**config.mk**
```make
export PLATFORM = sky130hd
export DESIGN_NAME = acc_reg
export DESIGN_NICKNAME = d
export VERILOG_FILES = /design/src/rtl/acc_reg.sv
export SDC_FILE = /design/constraint.sdc
export NUM_CORES = 1
export LEC_CHECK = 0
export CAP_MARGIN = 20
export CORE_AREA = 5 5 42 44
export DETAILED_ROUTE_END_ITERATION = 12
export DIE_AREA = 0 0 47 49
export SYNTH_ARGS = -nofsm -noshare
export SYNTH_HDL_FRONTEND = slang
export SYNTH_SLANG_ARGS = --single-unit
```
**constraint.sdc**
```tcl
create_clock -name clk -period 0.8 [get_ports clk]
set_input_delay 0.12 -clock clk [delete_from_list [all_inputs] [get_ports clk]]
set_output_delay 0.12 -clock clk [all_outputs]
set_load 0.1 [all_outputs]
```
**src/rtl/acc_reg.sv**
```systemverilog
// acc_reg: parallel-load accumulator register with async active-low reset.
// Define ACC_STATUS_FLAGS_EN to add the acc_zero / acc_neg decode outputs.
module acc_reg #(
  parameter int WIDTH = 8,
  parameter logic [WIDTH-1:0] RESET_VALUE = '0
) (
  input  logic             clk,
  input  logic             reset,
  input  logic             ld,
  input  logic [WIDTH-1:0] acc_in,
  output logic [WIDTH-1:0] acc_out
`ifdef ACC_STATUS_FLAGS_EN
  ,
  output logic             acc_zero,
  output logic             acc_neg
`endif
);
  always_ff @(posedge clk or negedge reset)
    if (!reset) acc_out <= RESET_VALUE;
    else if (ld) acc_out <= acc_in;
`ifdef ACC_STATUS_FLAGS_EN
  // Flags decode the stored value, so they move together with acc_out.
  always_comb begin
    acc_zero = (acc_out == '0);
    acc_neg  = acc_out[WIDTH-1];
  end
`endif
endmodule

```
=== Word level (Yosys, flattened, before mapping) ===
Index checks and enable logic that the tools add are counted.
Widths: inputs -> output; s select.

* Bits in registers: 8
* Output and inout bits: 8

=== Logic depth before layout (Yosys ltp) ===
Gate-level depths: netlist (run 1).

* Depth in word-level cells: 0
* Gate-level depth with buffers: 2
* Gate-level depth less buffers: 1

=== Worst setup path after synthesis (run 1) ===
OpenSTA, ideal clock, no wires.

* Kind: register -> register
* Start point: register acc_out[0] (netlist name)
* End point: register acc_out[0]
* Period minus slack after synthesis: 1.258 ns
* Buffers on the path: 0
* Setup slack: -0.458 ns
* Library setup time: 0.126 ns
* Cell stages (with the launch flop): 2
* Required time: 0.674 ns
* Arrival: 1.132 ns
* Path through: dfrtp_1 mux2_4

{| class="wikitable"
|+ RTL lines
! element !! RTL line !! source
|-
| end signal: assignment || 20 || <nowiki>else if (ld) acc_out <= acc_in;</nowiki>
|-
| end: declaration || 11 || <nowiki>output logic [WIDTH-1:0] acc_out</nowiki>
|}

=== Worst setup path in the final report (run 1) ===
* Start point: register acc_out[5]
* End point: output port acc_out[5]

No word-level cell between the ends.

==> results of run 1 <==
## through the flow
step	utilization	instance area [sq um]	hold WS (ns)	setup slack (ns)
after global routing	0.501	702	0.170	-0.269
final	0.501	702	0.174	-0.242
after floorplan	-	362	-0.176	-0.227
after global placement	0.475	666	0.446	-0.375
after detailed placement	0.475	666	0.450	-0.380
after CTS	0.493	691	0.167	-0.256
## worst min path at each step
stage	start	to	slack (ns)	depth (start not counted)
2_1_floorplan	reset	acc_out[0]	-0.18	0
3_3_place_gp	reset	acc_out[5]	0.45	2
3_5_place_dp	reset	acc_out[3]	0.45	2
4_1_cts	reset	acc_out[4]	0.17	2
5_1_grt	reset	acc_out[4]	0.17	2
6_report	reset	acc_out[4]	0.17	2
## cell type report
class | count | share of cell area
well taps | 16 | 0.0285
clock buffers | 3 | 0.0321
repair buffers | 22 | 0.440
multi-input cells | 8 | 0.171
flip-flops and latches | 8 | 0.328
## per-layer routing
metal	GRT usage	vias up	wire, um
li1	-	107	-
met1	0.0766	123	301
met2	0.111	16	368
met3	0.0664	0	113
met4	0.0276	0	0
met5	0	-	0
## repair_timing
action                                  4_1_cts  5_1_grt
cloned                                        0        0
hold buffers                                  0        0
buffers inserted                              0        1
resized for setup                             2        1
pin swaps                                     0        0
endpoints found under the setup margin       16       16
## cells by family after synthesis
family | synth area share
DFF | 0.604
buffers and inverters | 0.0340
muxes | 0.362
## synthesized netlist by cell type
| cell type | instances | area [sq um] |
|---|---|---|
| mux2_4 | 8 | 120 |
| buf_6 | 1 | 11.3 |
| dfrtp_1 | 8 | 200 |
## power groups by stage
stage	Clock, mW	Sequential (mW)	Combinational, mW
finish	0.313	0.519	0.647
global route	0.345	0.524	0.663
CTS	0.333	0.519	0.641
detailed placement	0	0.527	0.640
global placement	0	0.525	0.636
floorplan	0	0.807	0.0795
==> flow_summary_export.csv, run 1 <==
group,metric,value,unit
status,status,"finished, violations left",
status,violations,"negative setup slack",
worst_setup_path,crit_cells,1,
power_and_ir_drop,totalPowerFinal,1.48,mW
power_and_ir_drop,combPwrFrac,0.437,
grt,grt_max_degree,9,
timing,timing.final.crit_period,1.04,ns
timing,hold_viol,0,
floorplan,num_io_pins,19,
worst_setup_path,critPathLaunch,"acc_out[5]",
detailed_routing,wl_per_cell,13.7,um
power_and_ir_drop,leakage,0.307,nW
detailed_routing,wl,782,um
cells_and_area,regMostFlops,"acc_out",
hold_path,worstHoldPathType,"in2async",
detailed_routing,drt_iter0_drc,0,
cells_and_area,nets,54,
worst_setup_path,cp_slowest_cell,"dfrtp_4",
floorplan,die_w,47,um
power_and_ir_drop,vdd_ir_drop_max,1.14,mV
timing,finalWorstSetupSlack,-0.242,ns
cells_and_area,drive_above_1_share,0.756,
detailed_routing,postRouteAntennaNets,0,
worst_setup_path,reg2reg_from,"acc_out[5]",
clocking,ctsLongestPathBuffers,2,
cells_and_area,final_cells,57,
worst_setup_path,worstReg2RegEnd,"acc_out[5]",
cells_and_area,mostFrequentLayoutCells,"9 x clkdlybuf4s50_1, 9 x buf_12, 8 x mux2_4, 8 x dfrtp_4, 3 x clkbuf_4",
synthesis,yosys.cell_types.count,3,
synthesis,avgSynthCellArea,19.5,sq um
floorplan,coreArea,1400,sq um
job,cap_viol_max_count,0,
worst_setup_path,cp_top_family,"flip-flops",
cells_and_area,nFillCells,124,
timing,max_freq,960,MHz
clocking,clk_pin_slew,0.06,ns
place,place_hpwl,606,um
clocking,htreeDepth,1,
detailed_routing,drt_pass1_iterations,1,
timing,setup_viol,16,
grt,grt_antenna_before_repair,0,
grt,grt_pass1_wl,1190,um
worst_setup_path,cp-end-kind,"output pin",
synthesis,netlist_area,332,sq um
place,dp_cells,53,
synthesis,ys_ff_latch,8,
synthesis,syn_inst,17,
clocking,cts-root-buf,"clkbuf_4",
floorplan,row_count,14,
worst_setup_path,required,0.68,ns
timing,min_period_over_period,1.30,
clocking,cts_inserted_buffers,3,
floorplan,dieArea,2300,sq um
synthesis,syn-num-nets,28,
power_and_ir_drop,switching_power,0.551,mW
clocking,worstSkewPairLatency,0.25,ns
worst_setup_path,r2r_slack,-0.18,ns
cells_and_area,diodes,0,
worst_setup_path,crit_path_cell_trace,"buf_12",
power_and_ir_drop,power.density,2110,nW/um^2
floorplan,fp.dieH,49,um
cells_and_area,multi_input_area,120,sq um
power_and_ir_drop,power.internal,0.927,mW
worst_setup_path,cp_data_arrival_time,0.92,ns
worst_setup_path,ff2ff_path_depth,2,
worst_setup_path,crit_end,"acc_out[5]",
clocking,cts.sinks,8,
worst_setup_path,crit_buf_inv,1,
place,port_buffers,18,
cells_and_area,area_growth,112,%
clocking,cts_tree,"done",
timing,clock_skew,0,ns
timing,rsz0062_at_grt,"true",
worst_setup_path,crit_fanout,2,
floorplan,start_util,0.237,
power_and_ir_drop,p_seq_frac,0.351,
synthesis,synth_seq_area_share,0.604,
power_and_ir_drop,swShare,0.373,
power_and_ir_drop,clock_power_share,0.212,
cells_and_area,regArea,230,sq um
worst_setup_path,critPathLaunchType,"flip-flop",
worst_setup_path,cpPeakStageDelay,0.49,ns
place,place.gp.congestion,0.675,
synthesis,yosys_warnings,0,
grt,grt_overflow,0,
detailed_routing,num_vias,246,
cells_and_area,largest_reg_flops,8,
grt,grt_pass1_vias,286,
timing,max_slew_margin,0.928,
detailed_routing,vias_per_cell,4.32,
detailed_routing,drc,0,
timing,worst_slew_pin_slew,0.108,ns
grt,grt_usage,0.0759,
timing,drv_slew,0,
timing,tns,-2.57,ns
cells_and_area,reg.largest.list,"acc_out x8",
worst_setup_path,worstSetupPathType,"reg2out",
(Power assumes the default switching activity.)
==> run 2, diff against run 1 <==
Settings changed: CAP_MARGIN 20 to unset, GPL_TIMING_DRIVEN set to 0, SKIP_LAST_GASP set to 1.
==> flow_summary_export.csv, run 2 (synthesis results as in run 1) <==
group,metric,value,unit
clocking,clk_pin_slew,0.05,ns
timing,finalWorstSetupSlack,-0.232,ns
detailed_routing,wl_per_cell,13.4,um
place,dp_cells,50,
cells_and_area,regMostFlops,"acc_out",
place,place.gp.congestion,0.603,
clocking,worstSkewPairLatency,0.25,ns
floorplan,fp.dieH,49,um
power_and_ir_drop,power.density,2170,nW/um^2
worst_setup_path,cp_slowest_cell,"dfrtp_4",
worst_setup_path,cp_data_arrival_time,0.91,ns
cells_and_area,final_core_util,0.475,
clocking,cts.sinks,8,
cells_and_area,nets,51,
timing,whs,0.150,ns
clocking,hold_buffers,0,
grt,grt_antenna_before_repair,0,
detailed_routing,wl,721,um
detailed_routing,num_vias,218,
clocking,cts_tree,"done",
grt,grt_usage,0.0745,
grt,grt_overflow,0,
worst_setup_path,worstSetupPathType,"reg2out",
cells_and_area,drive_above_1_share,0.763,
detailed_routing,vias_per_cell,4.04,
power_and_ir_drop,vdd_ir_drop_max,0.751,mV
grt,grt_max_degree,9,
floorplan,coreArea,1400,sq um
worst_setup_path,cpPeakStageDelay,0.49,ns
grt,grt_pass1_wl,1170,um
cells_and_area,nFillCells,133,
cells_and_area,final_cells,54,
worst_setup_path,critPathLaunchType,"flip-flop",
status,violations,"negative setup slack",
worst_setup_path,critPathLaunch,"acc_out[2]",
timing,worst_slew_pin_slew,0.364,ns
timing,clock_skew,0,ns
timing,hold_viol,0,
cells_and_area,mostFrequentLayoutCells,"9 x clkdlybuf4s50_1, 8 x mux2_4, 8 x dfrtp_4, 8 x buf_12, 3 x clkbuf_4",
floorplan,row_count,14,
worst_setup_path,reg2reg_from,"acc_out[4]",
timing,max_slew_margin,0.756,
timing,drv_slew,0,
place,port_buffers,17,
clocking,cts-root-buf,"clkbuf_4",
detailed_routing,drt_iter0_drc,0,
worst_setup_path,crit_buf_inv,1,
cells_and_area,reg.largest.list,"acc_out x8",
cells_and_area,design_area,666,sq um
worst_setup_path,required,0.68,ns
floorplan,start_util,0.237,
worst_setup_path,cp_top_family,"flip-flops",
clocking,ctsLongestPathBuffers,2,
timing,rsz0062_at_grt,"true",
floorplan,dieArea,2300,sq um
job,cap_viol_max_count,0,
status,status,"finished, violations left",
clocking,htreeDepth,1,
worst_setup_path,crit_path_cell_trace,"buf_12",
hold_path,worstHoldPathType,"in2async",
detailed_routing,drt_pass1_iterations,1,
timing,min_period_over_period,1.29,
place,place_ws,-0.843,ns
grt,grt_pass1_vias,280,
detailed_routing,postRouteAntennaNets,0,
place,place_area,552,sq um
clocking,cts_inserted_buffers,3,
cells_and_area,area_growth,101,%
worst_setup_path,crit_fanout,2,
timing,tns,-2.47,ns
cells_and_area,largest_reg_flops,8,
worst_setup_path,cp-end-kind,"output pin",
cells_and_area,layout_commonest_cell,"clkdlybuf4s50_1",
cells_and_area,diodes,0,
timing,timing.final.crit_period,1.03,ns
timing,max_freq,969,MHz
power_and_ir_drop,totalPowerFinal,1.45,mW
timing,setup_viol,16,
floorplan,num_io_pins,19,
power_and_ir_drop,leakage,0.288,nW
floorplan,die_w,47,um
detailed_routing,drc,0,
[run 2: layout make-up]
cell class	count	area (sq um)	area share
Multi-Input combinational cell	8	120	0.180
Tap cell	16	20.0	0.0301
Clock buffer	3	22.5	0.0338
Sequential cell	8	230	0.346
Timing Repair Buffer	18	262	0.393
Buffer	1	11.3	0.0169
[run 2: path summary, 6_finish.rpt]
check,depth (start not counted),to,slack [ns]
setup / recovery,1,acc_out[2],-0.23
hold / removal,1,acc_out[0],0.15
setup reg to reg,2,acc_out[4],-0.18
hold reg to reg,1,acc_out[1],0.59
max in group asynchronous,1,acc_out[4],0.35
min in group clk,2,acc_out[7],0.20
[run 2: per-layer routing]
metal  up-vias  track usage  wire [um]
met5         -            0          0
met4         0       0.0415          0
met3         0       0.0480        110
met2        14        0.118        330
met1       103       0.0698        281
li1        101            -          -
[run 2: what timing repair did]
| action | CTS | global route |
|---|---|---|
| pin swaps | 0 | 0 |
| gates resized for setup | 72 | 1 |
| setup buffers | 0 | 1 |
| endpoints found under the setup margin | 16 | 16 |
[run 2: power breakdown]
part           internal, mW  switching, mW
combinational         0.268          0.360
sequential            0.472         0.0453
clock                 0.171          0.130
==> run 3, diff against run 2 <==
Settings changed: CORE_AREA 5 5 42 44 to 8 8 45 47, DIE_AREA 0 0 47 49 to 0 0 53 55.
==> flow_summary_export.csv, run 3 (synthesis results as in run 1) <==
group,metric,value,unit
status,status,"finished, violations left",
status,violations,"negative setup slack",
cells_and_area,final_cells,54,
timing,hold_viol,0,
floorplan,coreArea,1380,sq um
worst_setup_path,critPathLaunchType,"flip-flop",
power_and_ir_drop,totalPowerFinal,1.45,mW
place,place.gp.congestion,0.673,
timing,timing.final.crit_period,1.04,ns
worst_setup_path,required,0.68,ns
place,port_buffers,17,
floorplan,dieArea,2920,sq um
timing,rsz0062_at_grt,"true",
detailed_routing,drt_iter0_drc,0,
floorplan,num_io_pins,19,
worst_setup_path,cp_top_family,"flip-flops",
worst_setup_path,cp_slowest_cell,"dfrtp_4",
place,dp_cells,50,
detailed_routing,drt_pass1_iterations,1,
clocking,cts.sinks,8,
worst_setup_path,cp_data_arrival_time,0.92,ns
grt,grt_antenna_before_repair,0,
cells_and_area,largest_reg_flops,8,
worst_setup_path,cp-end-kind,"output pin",
clocking,htreeDepth,1,
detailed_routing,wl_per_cell,14.7,um
grt,grt_max_degree,9,
grt,grt_pass1_vias,257,
floorplan,start_util,0.240,
timing,whs,0.157,ns
cells_and_area,regMostFlops,"acc_out",
clocking,cts_inserted_buffers,3,
detailed_routing,vias_per_cell,4.06,
clocking,cts_tree,"done",
clocking,ctsLongestPathBuffers,2,
timing,worst_slew_pin_slew,0.391,ns
timing,max_freq,966,MHz
clocking,cts-root-buf,"clkbuf_4",
clocking,worstSkewPairLatency,0.24,ns
cells_and_area,layout_commonest_cell,"clkdlybuf4s50_1",
cells_and_area,reg.largest.list,"acc_out x8",
worst_setup_path,crit_path_cell_trace,"buf_12",
detailed_routing,route.met3.wl,103,um
power_and_ir_drop,vdd_ir_drop_max,1.12,mV
detailed_routing,wl,792,um
cells_and_area,multi_input_area,120,sq um
cells_and_area,nets,51,
floorplan,die_w,53,um
power_and_ir_drop,leakage,0.288,nW
clocking,clk_pin_slew,0.06,ns
worst_setup_path,crit_buf_inv,1,
detailed_routing,met2_length,341,um
grt,grt_overflow,0,
power_and_ir_drop,power.density,2180,nW/um^2
worst_setup_path,worstSetupPathType,"reg2out",
clocking,hold_buffers,0,
cells_and_area,regArea,230,sq um
cells_and_area,diodes,0,
timing,clock_skew,0,ns
timing,finalWorstSetupSlack,-0.235,ns
detailed_routing,drc,0,
worst_setup_path,crit_fanout,2,
job,cap_viol_max_count,0,
place,place_hpwl,599,um
cells_and_area,nFillCells,121,
timing,setup_viol,16,
cells_and_area,drive_above_1_share,0.763,
grt,grt_usage,0.0660,
cells_and_area,mostFrequentLayoutCells,"9 x clkdlybuf4s50_1, 8 x mux2_4, 8 x dfrtp_4, 8 x buf_12, 3 x clkbuf_4",
timing,min_period_over_period,1.29,
timing,drv_slew,0,
floorplan,fp.dieH,55,um
cells_and_area,final_core_util,0.481,
detailed_routing,num_vias,219,
detailed_routing,top_layer_used,"met3",
floorplan,row_count,14,
cells_and_area,area_growth,101,%
timing,max_slew_margin,0.739,
detailed_routing,m1WireLength,347,um
grt,grt_pass1_wl,1360,um
hold_path,worstHoldPathType,"in2async",
worst_setup_path,cpPeakStageDelay,0.49,ns
detailed_routing,postRouteAntennaNets,0,
-- run 3: area by class of cell --
type	count	share of cell area
Buffer	1	0.0169
Multi-Input combinational cell	8	0.180
Timing Repair Buffer	18	0.393
Sequential cell	8	0.346
Tap cell	16	0.0301
Clock buffer	3	0.0338
-- run 3: metal layers --
layer / track usage / up-vias
li1: - / 101
met1: 0.0835 / 106
met2: 0.0898 / 12
met4: 0.0129 / 0
met3: 0.0455 / 0
met5: 0 / -
-- run 3: worst paths after layout --
kind                       slack (ns)  depth (start not counted)    endpoint       start
setup / recovery                -0.24                          1  acc_out[5]  acc_out[5]
hold / removal                   0.16                          1  acc_out[7]       reset
setup reg to reg                -0.18                          2  acc_out[6]  acc_out[6]
hold reg to reg                  0.59                          1  acc_out[7]  acc_out[7]
max in group asynchronous        0.32                          1  acc_out[0]       reset
min in group clk                 0.19                          2  acc_out[7]          ld
-- run 3: power by group --
| group | switching, mW | total (mW) | internal [mW] |
|---|---|---|---|
| Combinational | 0.360 | 0.628 | 0.268 |
| Clock | 0.134 | 0.306 | 0.172 |
| Sequential | 0.0460 | 0.518 | 0.472 |
| Total | 0.541 | 1.45 | 0.912 |
-- run 3: what timing repair did --
item	in CTS	in global routing
setup endpoints to repair	16	16
pin swaps	0	0
gates resized for setup	73	0
buffers inserted	1	0
-- run 3: metrics by stage --
step	setup slack, ns	area, sq um	setup TNS [ns]
after global routing	-0.265	666	-2.85
final	-0.235	666	-2.50
after detailed placement	-0.845	552	-7.47
after floorplan	-0.227	362	-1.81
after CTS	-0.242	666	-2.56
after global placement	-0.843	552	-7.46
